**src/rtl/boot_copy_seq.sv**
```systemverilog
// boot_copy_seq: Wishbone master that copies the boot image from ROM to RAM
// while holding the CPU off the bus, then writes the boot control register
// (RAM enable plus a CPU reset pulse) and releases the CPU.
// Every bus transfer is separated from the next by one cycle with cyc/stb low.
module boot_copy_seq #(
  parameter logic [31:0] SRC_BASE  = 32'h0000_0000,
  parameter logic [31:0] DST_BASE  = 32'h0010_0000,
  parameter logic [31:0] LEN_WORDS = 32'd1024,
  parameter logic [31:0] CTRL_ADDR = 32'h00F0_0000,
  parameter logic [31:0] TIMEOUT   = 32'd255
) (
  input  logic        wb_clk_i,
  input  logic        wb_rst_n_i,
  input  logic        start_i,
  output logic [31:0] wbm_adr_o,
  output logic [31:0] wbm_dat_o,
  input  logic [31:0] wbm_dat_i,
  output logic [3:0]  wbm_sel_o,
  output logic        wbm_we_o,
  output logic        wbm_cyc_o,
  output logic        wbm_stb_o,
  input  logic        wbm_ack_i,
  input  logic        wbm_err_i,
  output logic        cpu_hold_o,
  output logic        busy_o,
  output logic        done_o,
  output logic        error_o
);

  // Control byte lives in lane 3: bit25 RAM_ENABLE, bit24 CPU reset, bit26 BOOT_SEL=0
  localparam logic [31:0] CTRL_WORD = 32'h0300_0000;

  typedef enum logic [2:0] {
    ST_IDLE = 3'd0,
    ST_RD   = 3'd1,
    ST_WR   = 3'd2,
    ST_CTRL = 3'd3,
    ST_DONE = 3'd4,
    ST_ERR  = 3'd5
  } state_t;

  state_t      state_r, state_s;
  logic [31:0] index_r, index_s;
  logic [31:0] tcnt_r, tcnt_s;
  logic [31:0] rdata_r, rdata_s;
  logic [31:0] adr_r, adr_s;
  logic [31:0] dat_r, dat_s;
  logic [3:0]  sel_r, sel_s;
  logic        we_r, we_s;
  logic        cyc_r, cyc_s;
  logic        stb_r, stb_s;
  logic        hold_r, hold_s;
  logic        busy_r, busy_s;
  logic        done_r, done_s;
  logic        error_r, error_s;
  logic        fault_s;
  logic [31:0] index_inc_s;

  // State and all output registers; reset abandons any bus cycle at once
  always_ff @(posedge wb_clk_i or negedge wb_rst_n_i) begin
    if (!wb_rst_n_i) begin
      state_r <= ST_IDLE;
      index_r <= 32'd0;
      tcnt_r  <= 32'd0;
      rdata_r <= 32'd0;
      adr_r   <= 32'd0;
      dat_r   <= 32'd0;
      sel_r   <= 4'd0;
      we_r    <= 1'b0;
      cyc_r   <= 1'b0;
      stb_r   <= 1'b0;
      hold_r  <= 1'b0;
      busy_r  <= 1'b0;
      done_r  <= 1'b0;
      error_r <= 1'b0;
    end else begin
      state_r <= state_s;
      index_r <= index_s;
      tcnt_r  <= tcnt_s;
      rdata_r <= rdata_s;
      adr_r   <= adr_s;
      dat_r   <= dat_s;
      sel_r   <= sel_s;
      we_r    <= we_s;
      cyc_r   <= cyc_s;
      stb_r   <= stb_s;
      hold_r  <= hold_s;
      busy_r  <= busy_s;
      done_r  <= done_s;
      error_r <= error_s;
    end
  end

  // Next state and next outputs; bus outputs default low (gap / idle) and are
  // explicitly held or raised by the branch that keeps a transfer alive
  always_comb begin
    state_s     = state_r;
    index_s     = index_r;
    tcnt_s      = tcnt_r;
    rdata_s     = rdata_r;
    adr_s       = 32'd0;
    dat_s       = 32'd0;
    sel_s       = 4'd0;
    we_s        = 1'b0;
    cyc_s       = 1'b0;
    stb_s       = 1'b0;
    hold_s      = hold_r;
    busy_s      = busy_r;
    done_s      = done_r;
    error_s     = error_r;
    index_inc_s = index_r + 32'd1;
    // err wins over ack; a timeout only fires when no ack arrives
    fault_s     = stb_r && (wbm_err_i || (!wbm_ack_i && (tcnt_r == TIMEOUT - 32'd1)));

    if (fault_s) begin
      state_s = ST_ERR;
      error_s = 1'b1;
      busy_s  = 1'b0;
    end else if (stb_r && !wbm_ack_i) begin
      // waiting for the slave: keep the request stable
      adr_s  = adr_r;
      dat_s  = dat_r;
      sel_s  = sel_r;
      we_s   = we_r;
      cyc_s  = 1'b1;
      stb_s  = 1'b1;
      tcnt_s = tcnt_r + 32'd1;
    end else begin
      case (state_r)
        ST_IDLE: begin
          if (start_i) begin
            index_s = 32'd0;
            tcnt_s  = 32'd0;
            hold_s  = 1'b1;
            busy_s  = 1'b1;
            cyc_s   = 1'b1;
            stb_s   = 1'b1;
            if (LEN_WORDS == 32'd0) begin
              state_s = ST_CTRL;
              adr_s   = CTRL_ADDR;
              dat_s   = CTRL_WORD;
              sel_s   = 4'b1000;
              we_s    = 1'b1;
            end else begin
              state_s = ST_RD;
              adr_s   = SRC_BASE;
              sel_s   = 4'hF;
            end
          end else begin
            state_s = ST_IDLE;
          end
        end
        ST_RD: begin
          if (stb_r) begin
            rdata_s = wbm_dat_i;
            state_s = ST_WR;
          end else begin
            adr_s  = SRC_BASE + (index_r << 2);
            sel_s  = 4'hF;
            cyc_s  = 1'b1;
            stb_s  = 1'b1;
            tcnt_s = 32'd0;
          end
        end
        ST_WR: begin
          if (stb_r) begin
            index_s = index_inc_s;
            if (index_inc_s == LEN_WORDS) begin
              state_s = ST_CTRL;
            end else begin
              state_s = ST_RD;
            end
          end else begin
            adr_s  = DST_BASE + (index_r << 2);
            dat_s  = rdata_r;
            sel_s  = 4'hF;
            we_s   = 1'b1;
            cyc_s  = 1'b1;
            stb_s  = 1'b1;
            tcnt_s = 32'd0;
          end
        end
        ST_CTRL: begin
          if (stb_r) begin
            state_s = ST_DONE;
            done_s  = 1'b1;
            hold_s  = 1'b0;
            busy_s  = 1'b0;
          end else begin
            adr_s  = CTRL_ADDR;
            dat_s  = CTRL_WORD;
            sel_s  = 4'b1000;
            we_s   = 1'b1;
            cyc_s  = 1'b1;
            stb_s  = 1'b1;
            tcnt_s = 32'd0;
          end
        end
        ST_DONE: state_s = ST_DONE;
        ST_ERR:  state_s = ST_ERR;
        default: state_s = ST_IDLE;
      endcase
    end
  end

  assign wbm_adr_o  = adr_r;
  assign wbm_dat_o  = dat_r;
  assign wbm_sel_o  = sel_r;
  assign wbm_we_o   = we_r;
  assign wbm_cyc_o  = cyc_r;
  assign wbm_stb_o  = stb_r;
  assign cpu_hold_o = hold_r;
  assign busy_o     = busy_r;
  assign done_o     = done_r;
  assign error_o    = error_r;

endmodule
```
**config.mk**
```make
export PLATFORM = sky130hd
export DESIGN_NAME = boot_copy_seq
export DESIGN_NICKNAME = d
export VERILOG_FILES = /design/src/rtl/boot_copy_seq.sv
export SDC_FILE = /design/constraint.sdc
export NUM_CORES = 1
export LEC_CHECK = 0
export ABC_AREA = 0
export CAP_MARGIN = 20
export CORE_MARGIN = 2
export CORE_UTILIZATION = 55
export DETAILED_ROUTE_END_ITERATION = 10
export PLACE_DENSITY = 0.87
export REMOVE_ABC_BUFFERS = 1
export SETUP_SLACK_MARGIN = 0.05
export SLEW_MARGIN = 10
export SYNTH_ARGS = -nofsm -noshare
export SYNTH_HDL_FRONTEND = slang
export SYNTH_SLANG_ARGS = --single-unit
```
**constraint.sdc**
```tcl
create_clock -name wb_clk_i -period 3.06 [get_ports wb_clk_i]
set_input_delay 0.459 -clock wb_clk_i [delete_from_list [all_inputs] [get_ports wb_clk_i]]
set_output_delay 0.459 -clock wb_clk_i [all_outputs]
set_load 0.05 [all_outputs]
```
==> results.cfg <==
[yosys]
synth_seq_area_share_pct = 51.1
ys_ff_latch = 169
yosysWarnings = 0
ys_async_sr_fraction_pct = 100
synth_area_um2 = 8280
ys.flop_type = dfrtp_1
synth_edf_count = 0
synth_cell_type_count = 62
avgSynthCellArea_um2 = 10.1
syn_inst = 820

[clock_network]
cts_tree = built
cts_buffer_depth = 2
cts-root-buf = clkbuf_16
clock_sinks = 169
clock_latency_ns = 0.43
cts_buffers = 17
path_clk_slew_ns = 0.07
h-tree-depth = 4

[final_layout]
fin_nets = 943
multiInputGateArea_um2 = 3720
mostFrequentLayoutCells = dfrtp_1 (169), clkdlybuf4s50_1 (108), o21ai_0 (105), nor2_1 (61), nand2_1 (59)
n_fill_cell = 1059
design_area_um2 = 10100
n_antenna_cell = 0
register_area_um2 = 4230
syn2layout_area_growth_pct = 21.8
drive_above_1_share_pct = 12.0
final_common_cell = dfrtp_1

[hold_path]
min_path_type = in2async

[timing]
rsz0062_at_grt = no
whs_ns = -0.00841
period_minus_slack_ns = 2.83
slew-limit-headroom_pct = 61.5
finalMaxSlewViolations = 0
fmax_mhz = 353
period_share_pct = 92.5
setup_viol = 0
hold_viol_final = 5
finClkSkew_ns = 0.00789
worst_pin_slew_ns = 0.572

[floorplan]
die-area_um2 = 16100
fp-row-count = 44
die_h_um = 127
die_w_um = 127
io_pins = 112
core_um2 = 14600
start_util_pct = 56.6

[place]
place_area_um2 = 9480
hpwl_mm = 12.7
port_buffers = 109
routabilityCongestion = 0.902

[pwr]
p_leak_nw = 4.39
ir_worst_vdd_v = 0.000455
power_density_nw_per_um2 = 571

[worst_setup_path]
startpoint_type = flip-flop
reg2reg_from = index_r[0]
worst-r2r-cell-count = 8
critPathRequiredTime_ns = 3.42
critPathMaxStageDelay_ns = 0.56
cp.arrival_ns = 3.19
crit_chain = ha_1, and3_1, nand3_1, nor2_1, xnor2_1, o2111ai_1, or4_1, o21ai_1
regToRegSetupSlack_ns = 0.23
path_max_fanout = 10
r2r-end = state_r[1]
endpoint_kind = flip-flop
path_class = reg2reg
critPathSlowestCell = dfrtp_1

[routing]
vias = 7061
vias_per_cell = 6.43
drt_iter0_drc = 839
routed_wl_mm = 20.2
drt_pass1_iterations = 5
drc_errors = 0
postRouteAntennaNets = 0
drt-wirelength-per-cell_um = 18.4

[status]
status = complete, but fails checks
violations = negative hold slack

[global_route]
grt_max_degree = 78
antenna_found_initial = 0
grt-ovfl-total = 0
grt_pass1_wl_mm = 33.9
grt_pass1_vias = 6611
gr-usage-all-layers_pct = 26.1

[flow_run]
cap_violations = 0
==> cells in the mapped netlist, types with 3 or more instances <==
cell,n,share of area [%]
a21oi_1,18,1.1
a221o_1,10,1.2
a22o_1,48,5.1
a31oi_1,16,1.2
and2_0,4,0.30
and2_1,6,0.45
and3_1,13,0.98
and4_1,12,1.3
and4_4,3,0.41
buf_1,3,0.14
buf_2,24,1.5
buf_4,8,0.73
buf_6,3,0.41
clkbuf_1,31,1.4
dfrtp_1,169,51
ha_1,5,0.76
inv_1,4,0.18
mux2_2,32,4.4
mux2i_1,4,0.48
nand2_1,59,2.7
nand2b_1,5,0.38
nand3_1,28,1.7
nand3b_1,3,0.27
nand4_1,22,1.7
nor2_1,64,2.9
nor3_1,13,0.79
nor3_2,3,0.36
nor4_1,7,0.53
nor4b_1,3,0.32
o21ai_0,105,6.3
o21ai_1,6,0.36
o22ai_1,3,0.23
o31ai_1,18,1.6
o41ai_1,10,1.1
or2_2,5,0.38
or3_1,3,0.23
or4_1,5,0.45
xnor2_1,7,0.74
xor2_1,6,0.63
==> layout make-up <==
type,instances,share of cell area [%]
inverter,4,0.149
clock inverter,13,1.54
sequential,169,41.9
clock buffer,19,4.49
tap,184,2.28
timing repair buffer,130,12.8
multi-input combinational,579,36.9
==> metrics by stage <==
step           setup WS (ns)  util (%)  power (mW)  setup TNS [ns]  cells
2_1_floorplan          -2.45         -        3.17         -186.15    752
3_3_place_gp           0.315      64.7        3.55               0   1066
3_5_place_dp           0.215      64.7        3.59               0   1066
4_1_cts                0.299      68.9        5.79               0   1098
5_1_grt               0.0627      68.9        6.00               0   1098
6_report               0.230      68.9        5.76               0   1098
==> how the worst max path moves through the flow <==
stage / startpoint / end / slack [ns] / cells after the start
after floorplan: wbm_stb_o / tcnt_r[30] / -2.45 / 5
after global placement: wbm_ack_i / tcnt_r[21] / 0.32 / 9
after detailed placement: wbm_ack_i / tcnt_r[5] / 0.22 / 9
after CTS: index_r[0] / state_r[1] / 0.30 / 8
after global routing: index_r[18] / state_r[1] / 0.06 / 8
final: index_r[0] / state_r[1] / 0.23 / 8
==> timing repair <==
action                                  CTS  global route
resized for setup                         0             1
hold buffers                              0             0
endpoints found under the setup margin    0             1
buffers inserted                          0             0
==> per-layer routing <==
layer	global-route usage [%]	routed length, um	vias to the layer above
met3	5.19	1380	41
met2	40.1	9360	327
met4	8.53	389	0
li1	-	-	3218
met1	37.7	9040	3475
met5	0	0	-
==> cell families after synthesis <==
| group | Yosys count | share of synthesized area (%) |
|---|---|---|
| flops | 169 | 51.1 |
| simple gates | 269 | 17.3 |
| buf+inv | 73 | 4.31 |
| xor+xnor | 13 | 1.37 |
| other cells | 1 | 0.0453 |
| mux | 36 | 4.83 |
| fa+ha+maj | 5 | 0.755 |
| compound gates | 254 | 20.3 |
==> critical path, delay by kind of cell, from the launching register on <==
kind,cells,cell delay (ns)
flip-flops,1,0.56
AO/OA/AOI/OAI,2,0.30
XOR/XNOR,1,0.20
adder cells (fa/ha/maj),1,0.34
AND/OR/NAND/NOR,4,1.35
==> report_power, final <==
group | internal, mW | switching (mW) | total (mW)
combinational | 0.375 | 0.616 | 0.990
clock | 1.27 | 0.938 | 2.21
sequential | 2.42 | 0.144 | 2.57
total | 4.07 | 1.70 | 5.76
==> state kept, by name, indices dropped and copies added (netlist names) <==
name,cells
index_r,32
rdata_r,32
tcnt_r,32
wbm_dat_o,32
wbm_adr_o,30
state_r,3
wbm_sel_o,2
busy_o,1
cpu_hold_o,1
done_o,1
error_o,1
wbm_stb_o,1
wbm_we_o,1
Note: power is estimated with default switching activity, not from simulation.
